<file path="src/rtl/pcm_pkg.sv">
// Shared widths and state encoding for the PCM single-entry memory register.
package pcm_pkg;

  localparam int unsigned PcmAddrW = 20;
  localparam int unsigned PcmDataW = 16;

  // StMiss is a valid entry whose address no longer matches the request.
  typedef enum logic [1:0] {
    StEmpty = 2'd0,
    StValid = 2'd1,
    StMiss  = 2'd2
  } pcm_state_e;

endpackage

</file>
<file path="src/rtl/pcm_addr_cmp.sv">
// Full-width address comparator producing the hit flag for the held entry.
module pcm_addr_cmp #(
  parameter int unsigned ADDR_W = 20
) (
  input  logic [ADDR_W-1:0] addr,
  input  logic [ADDR_W-1:0] addr_reg,
  input  logic              valid,
  output logic              hit
);

  assign hit = valid && (addr == addr_reg);

endmodule

</file>
<file path="src/rtl/pcm_mm_reg.sv">
// Single-entry PCM memory register: serves hits combinationally, schedules misses to memory.
module pcm_mm_reg
  import pcm_pkg::*;
#(
  parameter int unsigned ADDR_W = PcmAddrW,
  parameter int unsigned DATA_W = PcmDataW
) (
  input  logic              clk,
  input  logic              reset,
  input  logic              init,
  input  logic [ADDR_W-1:0] addr,
  input  logic              cpu_write,
  input  logic [DATA_W-1:0] cpu_in,
  input  logic [DATA_W-1:0] data_in,
  input  logic              resolved,
  output logic              schedule,
  output logic              cpu_ready,
  output logic [DATA_W-1:0] cpu_out,
  output logic [ADDR_W-1:0] addr_reg
);

  pcm_state_e        state_q, state_d;
  logic [ADDR_W-1:0] addr_q;
  logic [DATA_W-1:0] data_q;
  logic              valid;
  logic              hit;
  logic              fill;

  assign valid = (state_q != StEmpty);

  pcm_addr_cmp #(
    .ADDR_W(ADDR_W)
  ) u_addr_cmp (
    .addr    (addr),
    .addr_reg(addr_q),
    .valid   (valid),
    .hit     (hit)
  );

  // Resolved only counts while a miss is outstanding; init takes precedence.
  assign fill = !init && !hit && resolved;

  always_ff @(posedge clk) begin
    if (!reset) begin
      state_q <= StEmpty;
    end else begin
      state_q <= state_d;
    end
  end

  always_comb begin
    state_d = state_q;
    case (state_q)
      StEmpty: begin
        if (init || fill) state_d = StValid;
      end
      StValid: begin
        if (!init && !hit && !resolved) state_d = StMiss;
      end
      StMiss: begin
        if (init || fill || hit) state_d = StValid;
      end
      default: state_d = StEmpty;
    endcase
  end

  always_comb begin
    schedule  = !init && !hit;
    cpu_ready = hit && !init;
  end

  always_ff @(posedge clk) begin
    if (!reset) begin
      addr_q <= '0;
      data_q <= '0;
    end else if (init) begin
      addr_q <= addr;
      data_q <= data_in;
    end else if (fill) begin
      addr_q <= addr;
      data_q <= cpu_write ? cpu_in : data_in;
    end else if (hit && cpu_write) begin
      data_q <= cpu_in;
    end
  end

  assign cpu_out  = data_q;
  assign addr_reg = addr_q;

endmodule

</file>
<file path="config.mk">
export PLATFORM = sky130hd
export DESIGN_NAME = pcm_mm_reg
export DESIGN_NICKNAME = d
export VERILOG_FILES = /design/src/rtl/pcm_pkg.sv /design/src/rtl/pcm_addr_cmp.sv /design/src/rtl/pcm_mm_reg.sv
export SDC_FILE = /design/constraint.sdc
export NUM_CORES = 1
export LEC_CHECK = 0
export CAP_MARGIN = 20
export CORE_MARGIN = 1
export CORE_UTILIZATION = 30
export DETAILED_ROUTE_END_ITERATION = 12
export GPL_TIMING_DRIVEN = 1
export HOLD_SLACK_MARGIN = 0.06
export PLACE_DENSITY = 0.56
export SKIP_CTS_REPAIR_TIMING = 1
export SLEW_MARGIN = 40
export SYNTH_ARGS = -nofsm -noshare
export SYNTH_HDL_FRONTEND = slang
export SYNTH_SLANG_ARGS = --single-unit
</file>
<file path="constraint.sdc">
create_clock -name clk -period 4 [get_ports clk]
set_clock_uncertainty 0.05 [all_clocks]
set_input_delay 1.2 -clock clk [delete_from_list [all_inputs] [get_ports clk]]
set_output_delay 1.2 -clock clk [all_outputs]
set_load 0.005 [all_outputs]
</file>
==> results.md, run 1 <==
- Outcome: complete, no violations
- Initial Util: a little under a third
- Rows: 31
- Commonest cells after routing, fill and taps aside: 85 x clkdlybuf4s50_1, 50 x nand2_1, 38 x dfxtp_1
- Power, Total: 1.031 mW
- Max reg flops: 20
- First-pass GRT wire length: 11120 µm
- Setup CP Type: in -> out
- # DRC: 0
- Seq cells post-synth: 38
- Post-Place Cells: 449
- HP Class: reg -> reg
- P_int: 0.7613 mW
- Latest clock arrival within the worst-skew pair: between 0.2 and 0.3 ns
- Vias in the first global route: 2306
- Slew headroom: about half
- Crit Reg-Reg Startpoint: addr_reg[18]
- Via count: 2357
- Die Width: between 80 and 90 µm
- Synth warnings: 0
- Post-synthesis xor/xnor area fraction: under 10%
- Most common cell after layout, fill and taps aside: clkdlybuf4s50_1
- Syn-to-layout area delta: 55.08%
- Leakage power: 1.382 nW
- Post-DP HPWL: 4918 µm
- I/O Pins: 95
- Fillers: 723
- Area post-placement: 3338 µm²
- Tcrit/Tclk final: a little over nine tenths
- CP max stage delay: 0.43 ns
- Clock transition at path regs: around 0.070 ns
- Synth Area in Simple Gates: 19.49%
- Post-Syn Area: 2253 µm²
- Inserted Diodes: 0
- Crit path time final: 3.942 ns
- Number of max-cap violations: 0
- Sum Neg Setup Slack: 0 ns
- Syn_area_per_cell: 8.634 µm²
- Crit path launch: addr[17]
- RSZ-0062 raised after global routing: no
- Sequential share of power: 41.7%
- Slew Limit Fails: 0
- Switching part of the total: 26.13%
- Setup-failing EPs final: 0
- Largest net degree at the start of global routing: 41
- Clock Path Buffers: 2
- Drt first pass iters: 4
- Largest family of logic cells by synthesized area: simple AND/OR/NAND/NOR gates
- Post-DR wirelength/cell: roughly 16 µm
- Die Ht: roughly 89 µm
- Mapped Cells: between 200 and 300
- Routed Antenna Nets: 0
- Tightest Pin Transition: 0.7399 ns
- Worst vdd ir: 0.0001565 V
- Total track usage: 18.54%
- GPL Wtd Cong: about 0.73
- Sequential share of the synthesized area: 33.76%
- Crit end category: primary output
- Largest fanout on the critical path: 2
- Die Area: 7862 µm²
- Initial antenna violation count: 0
- Routed vias/inst: 5.158
- CTS tree: built
- Clock power share: 33.0%
- I/O Buffers: between 90 and 100
- Top delay family on crit path: buffers and inverters
- Clock sinks: 38
- Adder-cell share of the synthesized area: 0%
- Post-synthesis mux area share: 16.49%
- Final Hold Viols: 0
- Critical path cell sequence: clkdlybuf4s50_1 > xor2_1 > nor3_1 > buf_4 > and4_4 > nand2_2 > nor2_2 > clkbuf_2
- Clock Tree Root: clkbuf_8
- Max H-tree Level: 2
- Critical path buffers and inverters: 3
- Critical path's slowest cell: clkdlybuf4s50_1
- CP required: 2.75 ns
- Max Freq: 0.2537 GHz
- Gr ovfl total: 0
- Drt total wl: 7163 µm
- Share of cells above drive strength 1: 13.69%
- Syn nets: about 320
- CP arrival: ~2.7 ns
- Logic pwr share: between 20% and 30%
- Core ar.: 7253 µm²
- Hold Crit Start: addr_reg[18]
- Final Cell Area: 3495 µm²
- CTS buffer count: 5
- Cell Pwr Density: 294.9 nW/µm²
- Psw: 0.2693 mW
- DRT iter0 DRCs: 91
- Synth cell types: 25
- Layout Nets: 415
- Crit path launch type: input pin
- Synth Area in Compound Gates: around 17%
- Final cell count without fillers: 457
==> synth_stat cells <==
library cell / instances / share of area [%]
o22ai_1: 7 / 1.9
buf_6: 2 / 1.0
a21oi_1: 11 / 2.4
mux2_2: 9 / 4.5
and4_1: 2 / 0.78
mux2i_1: 27 / 12
nor2_1: 4 / 0.67
xor2_1: 21 / 8.2
nor3_1: 17 / 3.8
o221ai_1: 16 / 6.2
clkbuf_1: 16 / 2.7
and2_1: 1 / 0.28
nand3_1: 1 / 0.22
nand2b_1: 1 / 0.28
o22a_1: 9 / 3.5
inv_2: 1 / 0.17
a211oi_1: 7 / 2.3
nor4_1: 11 / 3.1
nand2_1: 51 / 8.5
o31ai_4: 1 / 0.94
or2_1: 1 / 0.28
nor4_2: 2 / 1.1
dfxtp_1: 38 / 34
nand4_2: 1 / 0.56
buf_2: 4 / 0.89
==> path summary, 6_finish.rpt <==
check / end / slack (ns) / depth (start not counted)
setup / recovery: cpu_ready / 0.06 / 8
hold / removal: addr_reg[18] / 0.43 / 2
setup reg to reg: addr_reg[16] / 1.93 / 7
hold reg to reg: addr_reg[18] / 0.43 / 2
==> through the flow <==
step | setup slack, ns | utilization (%) | hold slack [ns]
after CTS | -0.4336 | 47.58 | 0.4432
after global routing | 0.006126 | 48.18 | 0.4673
final | 0.05817 | 48.18 | 0.4349
after floorplan | 0.5644 | - | 0.4280
after detailed placement | -0.4335 | 46.02 | 0.4333
after global placement | -0.4288 | 46.02 | 0.4212
==> worst reg2reg max path, cell delays in order (launching register included) <==
cell and delay, ns:
dfxtp_1 0.33, xor2_1 0.18, nor4_2 0.35, buf_4 0.17
nand4_2 0.13, o31ai_4 0.18, buf_4 0.37, mux2i_1 0.25
==> cell families after synthesis <==
family / after synthesis
multiplexers: 36
AO/OA/AOI/OAI: 51
buffers and inverters: 23
flip-flops: 38
XOR/XNOR: 21
AND/OR/NAND/NOR: 92
==> metal layers <==
layer	up-vias	wire, µm	GRT usage, %
met3	6	615	6.623
met5	-	0	0
met2	86	3179	30.77
li1	1154	-	-
met1	1111	3324	23.28
met4	0	44	3.519
==> layout make-up <==
cell class                 count  area (µm²)  area share [%]
clock buffer                   6       82.58           2.363
clock inverter                 1       30.03          0.8593
inverter                       1       3.754          0.1074
multi-input combinational    200        1418           40.57
sequential                    38       760.7           21.77
tap                           99       123.9           3.545
timing repair buffer         112        1076           30.79
==> power groups by stage <==
stage	Sequential (mW)	Clock, mW	Combinational (mW)
2_1_floorplan	0.438	0	0.111
3_3_place_gp	0.437	0	0.258
3_5_place_dp	0.438	0	0.260
4_1_cts	0.429	0.353	0.261
5_1_grt	0.434	0.373	0.285
6_report	0.430	0.340	0.261
(Power assumes the default switching activity.)
==> inputs of run 2 (changes only) <==
==> constraint.sdc (replaced) <==
create_clock -name clk -period 4 [get_ports clk]
set_clock_uncertainty 0.05 [all_clocks]
set_input_delay 0.6 -clock clk [delete_from_list [all_inputs] [get_ports clk]]
set_output_delay 0.6 -clock clk [all_outputs]
set_load 0.005 [all_outputs]
==> results.md, run 2 (synthesized netlist as in run 1, its figures left out) <==
- M3 GR Usage: under 10%
- Die Ht: 88.67 µm
- Via count: 2256
- Crit path time final: about 3.5 ns
- Initial antenna violation count: 0
- Top Usage Layer GRT: met2
- GPL Wtd Cong: 0.7177
- # DRC: 0
- Final setup margin: 0.5051 ns
- Drt first pass iters: 5
- Worst vdd ir: 0.0001804 V
- Clock Tree Root: clkbuf_8
- Largest net degree at the start of global routing: 59
- Clock Path Buffers: 2
- Setup-failing EPs final: 0
- Syn-to-layout area delta: 49.81%
- Share of cells above drive strength 1: 8.333%
- Area post-placement: 3266 µm²
- Max Freq: 0.2861 GHz
- Post-DR wirelength/cell: 15.77 µm
- Outcome: complete, no violations
- Crit Reg-Reg Startpoint: addr_reg[11]
- Max H-tree Level: 2
- Routed vias/inst: ~5.0
- Top delay family on crit path: simple AND/OR/NAND/NOR gates
- RSZ-0062 raised after global routing: no
- Clock power share: 32.1%
- Critical path cell sequence: clkdlybuf4s50_1 > xor2_1 > nor4_2 > and4_1 > nand2_1 > nor2_1 > clkdlybuf4s50_1
- Commonest cells after routing, fill and taps aside: 93 x clkdlybuf4s50_1, 51 x nand2_1, 38 x dfxtp_1
- Hold EP: addr_reg[17]
- CTS buffer count: 5
- Total track usage: 17.29%
- Logic pwr share: 25.1%
- Inserted Diodes: 0
- P_int: 0.7421 mW
- HP Class: reg -> reg
- Rows: 31
- DRT iter0 DRCs: between 100 and 150
- Layout Nets: ~400
- Min Hold Slack: approximately 0.44 ns
- Crit end category: primary output
- CP required: 3.35 ns
- Dpl ws: 0.4790 ns
- Number of max-cap violations: 0
- Reg-to-Reg End: addr_reg[13]
- Cell mode on critical path: clkdlybuf4s50_1
- Critical path's slowest cell: clkdlybuf4s50_1
- CP arrival: 2.84 ns
- Slew Limit Fails: 0
- Routing usage on met2: approximately 27%
- Die Area: slightly below 8000 µm²
- CP max stage delay: 0.52 ns
- Post-DP HPWL: 4613 µm
- Crit path launch type: input pin
- Largest fanout on the critical path: 10
- Leakage power: 1.262 nW
- Drt total wl: 7051 µm
- Reg2reg path depth: 7
- Switching part of the total: about a quarter
- Initial Util: 31.07%
- Cell Pwr Density: between 200 and 300 nW/µm²
- Flop2flop setup slack: roughly 1.8 ns
- Setup CP Type: in -> out
- Hold Crit Start: addr_reg[17]
- Final Hold Viols: 0
- Critical path buffers and inverters: 2
- Die Width: 88.67 µm
- Clock sinks: 38
- I/O Pins: 95
- Latest clock arrival within the worst-skew pair: 0.29 ns
- Routed Antenna Nets: 0
- Tightest Pin Transition: 0.7845 ns
- Final Cell Area: 3376 µm²
- Global routing usage on met1: 23.11%
- Most common cell after layout, fill and taps aside: clkdlybuf4s50_1
- Hold path depth: 2
- CTS tree: built
- Max reg flops: 20
- Psw: about 0.26 mW
- Clock transition at path regs: 0.08 ns
- Slew headroom: 47.55%
- Vias in the first global route: 2095
- Gr ovfl total: 0
- I/O Buffers: between 90 and 100
- Sequential share of power: a little over two fifths
- Core ar.: just over 7000 µm²
- Tcrit/Tclk final: between 80 and 90%
- First-pass GRT wire length: 10480 µm
- Sum Neg Setup Slack: 0 ns
[run 2: metrics by stage]
stage          utilization, %  power [mW]  instances
2_1_floorplan               -      0.5487        261
3_3_place_gp            44.99      0.6888        439
3_5_place_dp            45.02      0.6902        439
4_1_cts                 46.54       1.024        447
5_1_grt                 46.54       1.061        447
6_report                46.54       1.005        447
[run 2: how the worst max path moves through the flow]
stage | start | to | slack (ns) | cells past startpoint
after CTS | addr[11] | cpu_ready | 0.47 | 7
final | addr[11] | cpu_ready | 0.51 | 7
after global routing | addr[11] | cpu_ready | 0.36 | 7
after global placement | addr[6] | cpu_ready | 0.53 | 7
after floorplan | addr[11] | cpu_ready | 1.76 | 5
after detailed placement | addr[11] | cpu_ready | 0.48 | 7
[run 2: power groups by stage]
stage	logic, mW	clock network [mW]	registers, mW
global placement	0.252	0	0.437
floorplan	0.111	0	0.438
finish	0.252	0.323	0.430
detailed placement	0.252	0	0.438
CTS	0.254	0.340	0.429
global route	0.273	0.355	0.433
[run 2: per-layer routing]
layer,up-vias,part of all wire [%],routed length (µm)
met5,-,0,0
met4,0,0.24,17
met3,2,9.1,644
met2,100,45,3153
met1,1018,46,3235
li1,1136,-,-
[run 2: final cells by class]
| class | instances | area, µm² |
|---|---|---|
| Multi-Input combinational cell | 200 | 1386 |
| Clock buffer | 6 | 72.57 |
| Timing Repair Buffer | 101 | 991.0 |
| Sequential cell | 38 | 760.7 |
| Tap cell | 99 | 123.9 |
| Clock inverter | 2 | 37.54 |
| Fill cell | 732 | 3877 |
| Inverter | 1 | 3.754 |
[run 2: tightest hold or removal path, stage by stage (launching register included)]
cell and delay (ns):
dfxtp_1 0.33, nand2_1 0.06, mux2i_1 0.06
